## src/rtl/mul_issue_ctrl.sv

```systemverilog
// Sequencer between the execute stage and the shared iterative 32x32 multiplier for RV32M
// MUL/MULH/MULHSU/MULHU, with a one-entry product cache so a high/low pair multiplies once.
module mul_issue_ctrl #(
    parameter bit CACHE_EN = 1'b1
) (
    input  logic        i_clk,
    input  logic        i_rst_n,
    input  logic        i_req_valid,
    output logic        o_req_ready,
    input  logic [1:0]  i_req_op,
    input  logic [31:0] i_req_rs1,
    input  logic [31:0] i_req_rs2,
    input  logic        i_flush,
    output logic        o_rsp_valid,
    input  logic        i_rsp_ready,
    output logic [31:0] o_rsp_data,
    output logic        o_mul_start,
    output logic        o_mul_a_signed,
    output logic        o_mul_b_signed,
    output logic [31:0] o_mul_a,
    output logic [31:0] o_mul_b,
    input  logic        i_mul_ready,
    input  logic        i_mul_done,
    input  logic [63:0] i_mul_product,
    output logic        o_busy
);
    typedef enum logic [2:0] {
        ST_IDLE,
        ST_ISSUE,
        ST_WAIT,
        ST_CAPTURE,
        ST_RESP
    } state_t;

    localparam logic [1:0] OP_MUL    = 2'b00;
    localparam logic [1:0] OP_MULH   = 2'b01;
    localparam logic [1:0] OP_MULHSU = 2'b10;

    state_t      state_reg, state_next;
    logic [1:0]  op_reg;
    logic [31:0] rs1_reg, rs2_reg;
    logic        a_signed_reg, b_signed_reg;
    logic        discard_reg;

    logic        cache_valid_reg;
    logic [31:0] cache_a_reg, cache_b_reg;
    logic        cache_a_signed_reg, cache_b_signed_reg;
    logic [63:0] cache_prod_reg;

    logic        req_a_signed, req_b_signed;
    logic        accept, hit;

    always_comb begin
        req_a_signed = (i_req_op == OP_MULH) || (i_req_op == OP_MULHSU);
        req_b_signed = (i_req_op == OP_MULH);
    end

    assign o_req_ready = (state_reg == ST_IDLE) && i_rst_n;
    assign accept      = i_req_valid && o_req_ready && !i_flush;

    // MUL ignores signedness: the low product half is the same for every pairing.
    assign hit = CACHE_EN && cache_valid_reg
              && (i_req_rs1 == cache_a_reg) && (i_req_rs2 == cache_b_reg)
              && ((i_req_op == OP_MUL)
                  || ((req_a_signed == cache_a_signed_reg) && (req_b_signed == cache_b_signed_reg)));

    always_comb begin
        state_next  = state_reg;
        o_mul_start = 1'b0;
        case (state_reg)
            ST_IDLE: begin
                if (accept) state_next = hit ? ST_RESP : ST_ISSUE;
            end
            ST_ISSUE: begin
                if (i_flush) begin
                    state_next = ST_IDLE;
                end else if (i_mul_ready) begin
                    o_mul_start = 1'b1;
                    state_next  = ST_WAIT;
                end
            end
            ST_WAIT: begin
                if (i_mul_done) state_next = ST_CAPTURE;
            end
            ST_CAPTURE: begin
                state_next = (discard_reg || i_flush) ? ST_IDLE : ST_RESP;
            end
            ST_RESP: begin
                if (i_flush || i_rsp_ready) state_next = ST_IDLE;
            end
            default: state_next = ST_IDLE;
        endcase
    end

    always_ff @(posedge i_clk) begin
        if (!i_rst_n) begin
            state_reg          <= ST_IDLE;
            op_reg             <= 2'b00;
            rs1_reg            <= 32'd0;
            rs2_reg            <= 32'd0;
            a_signed_reg       <= 1'b0;
            b_signed_reg       <= 1'b0;
            discard_reg        <= 1'b0;
            cache_valid_reg    <= 1'b0;
            cache_a_reg        <= 32'd0;
            cache_b_reg        <= 32'd0;
            cache_a_signed_reg <= 1'b0;
            cache_b_signed_reg <= 1'b0;
            cache_prod_reg     <= 64'd0;
        end else begin
            state_reg <= state_next;
            if (accept) begin
                op_reg       <= i_req_op;
                rs1_reg      <= i_req_rs1;
                rs2_reg      <= i_req_rs2;
                a_signed_reg <= req_a_signed;
                b_signed_reg <= req_b_signed;
            end
            // A kill during the multiply only suppresses the response; the product is still kept.
            if (state_reg == ST_WAIT && i_flush) begin
                discard_reg <= 1'b1;
            end else if (state_reg == ST_CAPTURE) begin
                discard_reg <= 1'b0;
            end
            if (state_reg == ST_CAPTURE) begin
                cache_valid_reg    <= 1'b1;
                cache_a_reg        <= rs1_reg;
                cache_b_reg        <= rs2_reg;
                cache_a_signed_reg <= a_signed_reg;
                cache_b_signed_reg <= b_signed_reg;
                cache_prod_reg     <= i_mul_product;
            end
        end
    end

    assign o_rsp_valid    = (state_reg == ST_RESP);
    assign o_rsp_data     = !o_rsp_valid ? 32'd0
                          : (op_reg == OP_MUL) ? cache_prod_reg[31:0] : cache_prod_reg[63:32];
    assign o_mul_a        = rs1_reg;
    assign o_mul_b        = rs2_reg;
    assign o_mul_a_signed = a_signed_reg;
    assign o_mul_b_signed = b_signed_reg;
    assign o_busy         = (state_reg != ST_IDLE);

endmodule

```

## config.mk

```make
export PLATFORM = sky130hd
export DESIGN_NAME = mul_issue_ctrl
export DESIGN_NICKNAME = d
export VERILOG_FILES = /design/src/rtl/mul_issue_ctrl.sv
export SDC_FILE = /design/constraint.sdc
export NUM_CORES = 1
export LEC_CHECK = 0
export ABC_AREA = 1
export BUFFER_PORTS_ARGS = -buffer_cell sky130_fd_sc_hd__buf_2
export CAP_MARGIN = 20
export CORE_MARGIN = 2
export CORE_UTILIZATION = 40
export DETAILED_ROUTE_END_ITERATION = 12
export GPL_ROUTABILITY_DRIVEN = 0
export PLACE_DENSITY = 0.67
export SYNTH_ARGS = -nofsm -noshare
export SYNTH_HDL_FRONTEND = slang
export SYNTH_SLANG_ARGS = --single-unit
```

## constraint.sdc

```tcl
create_clock -name i_clk -period 3.6 [get_ports i_clk]
set_input_delay 0.72 -clock i_clk [delete_from_list [all_inputs] [get_ports i_clk]]
set_output_delay 0.72 -clock i_clk [all_outputs]
set_load 0.01 [all_outputs]
```

==> results by group <==
Worst setup path
  – FF-to-FF setup slack: 1.35 ns
  – CP max FO: 20
  – Crit path cell chain: nor2_2 > inv_1 > buf_4 > nand2_1 > a21oi_1 > buf_2
  – CP arrival: 2.06 ns
  – R2R cell count: 7
  – Crit path to: o_rsp_data[9]
  – Worst r2r src: state_reg[2]$_SDFFE_PN0P_
  – CP delay by family, top: buffers and inverters
  – Crit path launch type: flop
  – Slowest CP cell: inv_1
  – Critical Path Stages: 6
  – Buf/Inv on CP: 3
  – Crit path required time: 2.88 ns
  – Critical Path Source: op_reg[1]$_SDFFE_PN0P_
  – Crit. End Element: output pin
  – Reg-to-reg endpoint: o_mul_b[2]$_SDFFE_PN0P_
  – Largest stage delay, worst path: 0.49 ns
  – Critical path class: reg -> out

Power and ir drop
  – Power per cell area: 467 nW/um2
  – Leakage Power: 4.99 nW
  – Worst vdd ir: 0.293 mV

Global route
  – Total track usage: 19.9%
  – Largest net degree at the start of global routing: 143
  – First-pass GRT wire length: 36700 um
  – Vias in the first global route: 7546
  – Total gr overflow: 0
  – Initial antenna violation count: 1

Synth
  – Seq cells post-synth: 203
  – Synth top area share: 47.7%
  – Dominant synthesized flop cell: dfxtp_1
  – Count leader, synth: nor2_1
  – Synth unique cells: 23
  – Syn. warnings: 0
  – Asr flop ratio synth: 0%
  – Post-synth EDFFs: 0
  – Post-Syn Area: 8510 um2
  – Post-synthesis cell count: 1224
  – Biggest area consumer among synthesized cells: dfxtp_1
  – Post-Syn Area per Cell: 6.96 um2
  – Most frequent cells after synthesis: nor2_1 (253), o21ai_0 (212), dfxtp_1 (203), nand2_1 (193), a21oi_1 (138)
  – Register area share after synthesis: 47.7%
  – Synthesized Nets: 1363
  – Main area contributors after synthesis: dfxtp_1 (48%), o21ai_0 (12%), nor2_1 (11%), nand2_1 (8.5%), a21oi_1 (8.1%)

Drt
  – Total routed wirelength: 23000 um
  – Vias per Instance: 4.77
  – Routed wl met3: 1630 um
  – WL/cell: 13.4 um
  – Metal1 wirelength: 10400 um
  – Initial DRC count: 422
  – Metal2 WL: 10400 um
  – Drt drc: 0
  – Via count: 8175
  – Initial DRT Pass Iterations: 5
  – DR top layer: met4
  – Final ANT Viol Nets: 0

Clock network
  – Skew-Pair Late Insertion Delay: 0.50 ns
  – Worst-path clk slew: 0.06 ns
  – Post-CTS Resized: 0
  – Hold Buf Count CTS: 0
  – Root buffer cell: clkbuf_16
  – H-tree Lvls: 1
  – Max Root-Sink Buffers: 3
  – TritonCTS clock tree: yes
  – CTS Buf Count: 23
  – Number of setup buffers added after CTS: 0
  – Sink Count: 203

Die
  – Top Ports: 239
  – Starting Density: 40.6%
  – Area of the die: 22500 um2
  – Rows: 53
  – Die width: 150 um
  – Core Footprint: 21000 um2
  – Die Y: 150 um

Run
  – MaxCap Viol Count: 0

STA
  – RSZ-0062 raised after global routing: no
  – Hold Violations, Final: 0
  – Setup TNS: 0 ns
  – Fin. max-slew vios: 0
  – Final setup fails: 0
  – Tightest Pin Transition: 1.02 ns
  – Rel. slew slack: 32.0%
  – Tcrit/Tclk final: 77.3%
  – Final min period: 2.78 ns
  – Fmax: 359 MHz
  – Skew final: 0.00566 ns

Placed design
  – # port buffers: 238
  – Post-DP HPWL: 15000 um

Run status
  – Status: completed

Worst hold path
  – Hold crit path type: in -> reg

Final layout
  – Max FFs per register: 64
  – Share of cells above drive strength 1: 20.1%
  – Syn-to-layout area delta: 24.2%
  – Layout Nets: 1562
  – Util after Layout: 50.5%
report_power, final:
part | switching, mW | internal, mW | total, mW
Sequential | 0.0338 | 2.30 | 2.33
Clock | 0.890 | 1.31 | 2.20
Combinational | 0.244 | 0.158 | 0.402
worst register-to-register path, stage by stage, from the launching register on:
cell and delay, ns:
dfxtp_1 0.35, or2_4 0.29, nor2_4 0.13, nand2_2 0.10
nor2_4 0.10, buf_4 0.75, o21ai_0 0.27, a21oi_1 0.17
cells in the final DEF (no fill, tap or decap), drive strengths merged:
cell type  Yosys  final
nand2        194    194
o22ai          1      1
ha             2      2
nor3           5      5
xor2          13     13
diode          0      2
nor2         255    255
clkinv         1      2
xnor2          3      3
a21oi        138    138
or2            1      1
o21ai        213    213
nand3          8      8
buf           22    247
clkbuf        51     37
nand3b         1      1
inv          113    114
dfxtp        203    203
per-layer routing:
metal,vias to the layer above,global-route usage [%]
li1,4293,-
met1,3637,25.7
met2,202,32.7
met3,43,4.94
met4,0,6.13
met5,-,0
area by class of cell:
| type | count | area (um2) |
|---|---|---|
| multi-input cells | 834 | 3730 |
| diodes | 2 | 5.00 |
| clock buffers | 37 | 698 |
| fillers | 2156 | 10400 |
| well taps | 275 | 344 |
| inverters | 114 | 433 |
| flip-flops and latches | 203 | 4060 |
| clock inverters | 2 | 10.0 |
| repair buffers | 247 | 1290 |
cells by family after synthesis:
kind of cell / count (synthesis) / share of synthesized area, %
adders and majority gates: 2 / 0.294
buffers and inverters: 187 / 8.60
and+or+nand+nor: 464 / 21.0
AOI/OAI and AO/OA: 352 / 20.7
DFF: 203 / 47.7
xor gates and xnor gates: 16 / 1.65
through the flow:
step	instances	hold slack (ns)	setup WS [ns]	total power [mW]	area, um2
2_1_floorplan	1224	0.434	1.76	2.59	8510
3_5_place_dp	1672	0.451	1.21	2.78	9830
4_1_cts	1711	0.425	0.798	4.99	10500
6_report	1714	0.444	0.816	4.94	10600
5_1_grt	1713	0.440	0.637	5.14	10600
3_3_place_gp	1672	0.444	1.30	2.77	9830
worst min-delay path by stage:
stage,start,cells past startpoint,slack (ns),endpoint
after floorplan,cache_a_reg[17]$_SDFFE_PN0N_,2,0.43,cache_a_reg[17]$_SDFFE_PN0N_
after global placement,cache_b_reg[28]$_SDFFE_PN0N_,2,0.44,cache_b_reg[28]$_SDFFE_PN0N_
after detailed placement,cache_b_reg[28]$_SDFFE_PN0N_,2,0.45,cache_b_reg[28]$_SDFFE_PN0N_
after CTS,i_mul_product[32],3,0.43,cache_prod_reg[32]$_SDFFE_PN0N_
after global routing,i_mul_product[50],3,0.44,cache_prod_reg[50]$_SDFFE_PN0N_
final,i_mul_product[32],3,0.44,cache_prod_reg[32]$_SDFFE_PN0N_
Power figures use the tool's default switching activity.
